## src/rtl/decoder_scan_seq.sv

```systemverilog
// Channel scan sequencer feeding a SEL_W-to-2**SEL_W select decoder.
// Optional feature: define SCAN_BLANK_EN to insert a 1-cycle blanking slot at every channel advance.
module decoder_scan_seq #(
  parameter int unsigned SEL_W   = 3,
  parameter int unsigned DWELL_W = 8
) (
  input  logic                    clk,
  input  logic                    rst_n,
  input  logic                    en,
  input  logic [(2**SEL_W)-1:0]   mask,
  input  logic [DWELL_W-1:0]      dwell,
  output logic [SEL_W-1:0]        sel,
  output logic                    sel_valid,
  output logic                    wrap
);

  localparam int unsigned NCH = 2**SEL_W;

  typedef enum logic [1:0] {
    IDLE  = 2'd0,
    SCAN  = 2'd1,
    BLANK = 2'd2
  } state_t;

  state_t               state, state_d;
  logic [SEL_W-1:0]     sel_d, nxt_sel, low_sel;
  logic                 sel_valid_d, wrap_d;
  logic [DWELL_W-1:0]   cnt, cnt_d, dwell_q, dwell_q_d, dwell_eff;
  logic                 exit_cond, adv;

  assign dwell_eff = (dwell == '0) ? DWELL_W'(1) : dwell;
  assign exit_cond = !en || (mask == '0);
  // Advance on dwell expiry or when the current channel is masked off mid-dwell
  assign adv       = (cnt == dwell_q - DWELL_W'(1)) || !mask[sel];

  // Next enabled channel after sel (wrapping, falls back to sel) and lowest enabled channel
  always_comb begin
    nxt_sel = sel;
    low_sel = '0;
    for (int i = NCH - 1; i >= 1; i--) begin
      if (mask[SEL_W'(32'(sel) + 32'(i))]) nxt_sel = SEL_W'(32'(sel) + 32'(i));
    end
    for (int i = NCH - 1; i >= 0; i--) begin
      if (mask[i]) low_sel = SEL_W'(i);
    end
  end

  // State register plus registered outputs and datapath
  always_ff @(posedge clk) begin
    if (!rst_n) begin
      state     <= IDLE;
      sel       <= '0;
      sel_valid <= 1'b0;
      wrap      <= 1'b0;
      cnt       <= '0;
      dwell_q   <= DWELL_W'(1);
    end else begin
      state     <= state_d;
      sel       <= sel_d;
      sel_valid <= sel_valid_d;
      wrap      <= wrap_d;
      cnt       <= cnt_d;
      dwell_q   <= dwell_q_d;
    end
  end

  // Next-state logic; leaving the scan takes priority over advancing
  always_comb begin
    state_d = state;
    case (state)
      IDLE: if (!exit_cond) state_d = SCAN;
      SCAN: begin
        if (exit_cond) state_d = IDLE;
`ifdef SCAN_BLANK_EN
        else if (adv) state_d = BLANK;
`endif
      end
`ifdef SCAN_BLANK_EN
      BLANK: state_d = exit_cond ? IDLE : SCAN;
`endif
      default: state_d = IDLE;
    endcase
  end

  // Next values of the registered outputs and dwell counter
  always_comb begin
    sel_d       = sel;
    sel_valid_d = sel_valid;
    wrap_d      = 1'b0;
    cnt_d       = cnt;
    dwell_q_d   = dwell_q;
    case (state)
      IDLE: begin
        if (!exit_cond) begin
          sel_d       = low_sel;
          sel_valid_d = 1'b1;
          cnt_d       = '0;
          dwell_q_d   = dwell_eff;
        end else begin
          sel_valid_d = 1'b0;
        end
      end
      SCAN: begin
        if (exit_cond) begin
          sel_valid_d = 1'b0;
          cnt_d       = '0;
        end else if (adv) begin
          sel_d     = nxt_sel;
          cnt_d     = '0;
          dwell_q_d = dwell_eff;
          wrap_d    = (nxt_sel <= sel);
`ifdef SCAN_BLANK_EN
          sel_valid_d = 1'b0;
`else
          sel_valid_d = 1'b1;
`endif
        end else begin
          cnt_d = cnt + DWELL_W'(1);
        end
      end
`ifdef SCAN_BLANK_EN
      BLANK: begin
        sel_valid_d = !exit_cond;
        cnt_d       = '0;
      end
`endif
      default: begin
        sel_valid_d = 1'b0;
        cnt_d       = '0;
      end
    endcase
  end

endmodule

```

## config.mk

```make
export PLATFORM = sky130hd
export DESIGN_NAME = decoder_scan_seq
export DESIGN_NICKNAME = d
export VERILOG_FILES = /design/src/rtl/decoder_scan_seq.sv
export SDC_FILE = /design/constraint.sdc
export NUM_CORES = 1
export LEC_CHECK = 0
export BUFFER_PORTS_ARGS = -buffer_cell sky130_fd_sc_hd__buf_2
export CAP_MARGIN = 25
export CORE_ASPECT_RATIO = 1.5
export CORE_UTILIZATION = 51
export DETAILED_ROUTE_END_ITERATION = 8
export GPL_TIMING_DRIVEN = 0
export PLACE_DENSITY = 0.81
export SETUP_SLACK_MARGIN = 0.5
export SLEW_MARGIN = 40
export SYNTH_ARGS = -nofsm -noshare
export SYNTH_HDL_FRONTEND = slang
export SYNTH_SLANG_ARGS = --single-unit
```

## constraint.sdc

```tcl
create_clock -name clk -period 5.3 [get_ports clk]
set_input_delay 0.795 -clock clk [delete_from_list [all_inputs] [get_ports clk]]
set_output_delay 0.795 -clock clk [all_outputs]
set_load 0.005 [all_outputs]
```

==> flow_summary.json <==
{
  "number_of_endpoints_failing_setup_at_the_final_stage": 0,
  "num_vias": 1958,
  "tritoncts_clock_tree": "done",
  "cts_max_path_buffers": 2,
  "postCtsSetupRepairBufs": 0,
  "initial_core_util_pct": 53.8,
  "core_region_area_mm2": 0.00399,
  "final_nets": 296,
  "clock_tree.root_cell": "clkbuf_8",
  "worstSetupPathType": "reg2reg",
  "die-width_um": 55.0,
  "wl_per_cell_um": 16.4,
  "htree_num_levels": 1,
  "setup_ws_ps": 1290,
  "io_buffer_count": 22,
  "drt_pass1_iterations": 4,
  "grt_start_max_net_pins": 13,
  "post_cts_hold_buffer_count": 0,
  "totalNegativeSetupSlack_ps": 0,
  "num_antenna_cells": 0,
  "clk-insertion-delay-late_ps": 270,
  "io_pins": 24,
  "crit_arrival_ps": 4190,
  "outcome": "finished, final reports clean",
  "ir_drop_mv": 0.370,
  "yosys_register_bits": 22,
  "ant_nets": 0,
  "cts_num_sinks": 22,
  "synth_async_sr_flop_share_pct": 0,
  "yosys_most_used_dff": "dfxtp_1",
  "synth.top_cell.area_share_pct": 20.5,
  "crit_path_end_kind": "flip-flop",
  "finalWeightedCongestion": 0.898,
  "antenna_found_initial": 0,
  "cts_inserted_buffers": 3,
  "floorplan.rows": 28,
  "number_of_gates_resized_after_cts": 0,
  "least_margin_pin_slew_ps": 500,
  "drt-total-wl_mm": 5.12,
  "gr-total-overflow": 0,
  "largest_clock_skew_in_the_final_design_ps": 8.50,
  "synth-warning-count": 0,
  "post-route-drc-count": 0,
  "syn_area_per_cell_um2": 8.92,
  "fp.dieArea_mm2": 0.00448,
  "ys_seq_area_share_pct": 20.5,
  "power.static_leakage_uw": 0.000968,
  "preCtsSetupSlack_ps": 1290,
  "rsz0062_at_grt": "no",
  "final.min_clock_period_ps": 4010,
  "final_layout_size_suffix_gt1_share_pct": 21.3,
  "grt_pass1_wl_mm": 8.20,
  "syn_inst": 241,
  "synthDominantAreaCellType": "dfxtp_1",
  "maxSlewHeadroom_pct": 66.4,
  "clk_transition_reported_paths_ps": 80,
  "slew_violations": 0,
  "detail_route.vias_per_cell": 6.28,
  "clock.fmax_ghz": 0.249,
  "hp-class": "reg2reg",
  "synth_edf_count": 0,
  "leading_post_synthesis_cells_by_cell_area": "dfxtp_1 20%, mux4_2 12%, ha_1 5.2%",
  "timing.critical_path.from_type": "flip-flop",
  "drv.max_cap_violation_count": 0,
  "grtUsageTotal_pct": 24.9,
  "post_detail_place_hpwl_mm": 3.98,
  "power_density_mw_per_mm2": 555,
  "cp_data_required_time_ps": 5480,
  "synth.net_count": 269,
  "syn-cell-area_mm2": 0.00215,
  "finalCritPeriodShare_pct": 75.7,
  "most_numerous_cell_in_the_yosys_netlist": "dfxtp_1",
  "drt_iter0_drc": 41,
  "netlist-cell-type-count": 62,
  "max_fo_critical_path": 10,
  "die_h_um": 81.5,
  "layout-area-overhead-vs-synth_pct": 10.3,
  "first_global_vias": 1862,
  "p_total_uw": 1320,
  "synth.cells.most_frequent": "22 x dfxtp_1, 21 x nor2_1, 15 x nand2_1",
  "hold_viol": 0
}
==> worst max-delay path: stages, from the launching register on <==
cell,delay [ps]
dfxtp_1,410
buf_4,240
buf_2,260
inv_1,140
ha_1,400
clkbuf_1,340
mux4_2,400
mux2_2,320
a311oi_1,210
o211ai_1,150
nand2_1,90
nand2_1,60
ha_1,300
a21o_1,160
a21oi_1,130
a31oi_1,60
nor3_1,230
==> state kept, by name, indices dropped and copies added, names as in the netlist <==
signal     flops
cnt            8
dwell_q        8
sel            3
sel_valid      1
state          1
wrap           1
==> cell usage in the layout, fill, tap and decap left out, types with 6 or more instances in the layout <==
cell,n
a21oi_1,12
buf_2,26
dfxtp_1,22
ha_1,9
inv_1,13
mux2_2,6
mux2i_1,11
mux4_2,11
nand2_1,15
nor2_1,21
nor2b_1,9
nor3_1,7
xnor2_1,9
xor2_1,12
==> power breakdown <==
part | switching, uW | internal, uW
clock network | 53.6 | 66.3
registers | 41.4 | 196
logic | 508 | 451
==> cell families (layout without fill, tap and decap cells) <==
kind of cell / after synthesis / after routing / share of synthesized area, %
muxes: 29 / 29 / 20.3
xor gates and xnor gates: 21 / 21 / 8.56
buffers and inverters: 25 / 51 / 6.05
adders and majority gates: 9 / 9 / 5.24
DFF: 22 / 22 / 20.5
AOI/OAI and AO/OA: 55 / 55 / 19.1
and+or+nand+nor: 80 / 80 / 20.3
==> layer usage <==
metal  vias up  GRT usage (%)  wire length, um
met5         -              0                0
met4         0           13.0              220
met1       938           25.7             1930
met2        44           46.4             2830
met3        22           2.78              132
li1        954              -                -
==> stage by stage <==
step	instances	area, um2	util, %	hold slack [ps]
global route	312	2370	59.4	530
floorplan	241	2150	-	495
detailed placement	308	2320	58.0	491
finish	312	2370	59.4	514
CTS	312	2370	59.4	518
global placement	308	2320	58.0	505
==> final timing paths <==
path | from | end | slack (ps) | cells past startpoint
max reg2reg | sel[0]$_SDFFE_PN0P_ | wrap$_SDFF_PP0_ | 1290 | 16
min | sel_valid$_SDFFE_PN0P_ | sel_valid$_SDFFE_PN0P_ | 510 | 1
max | sel[0]$_SDFFE_PN0P_ | wrap$_SDFF_PP0_ | 1290 | 16
min reg2reg | sel_valid$_SDFFE_PN0P_ | sel_valid$_SDFFE_PN0P_ | 510 | 1
==> layout make-up <==
cell class / instances / area (um2)
repair buffers: 22 / 110
multi-input cells: 194 / 1580
clock buffers: 4 / 55.1
flip-flops and latches: 22 / 440
well taps: 45 / 56.3
fillers: 369 / 1620
inverters: 14 / 52.6
plain buffers: 11 / 77.6
Note: power is estimated with default switching activity, not from simulation.
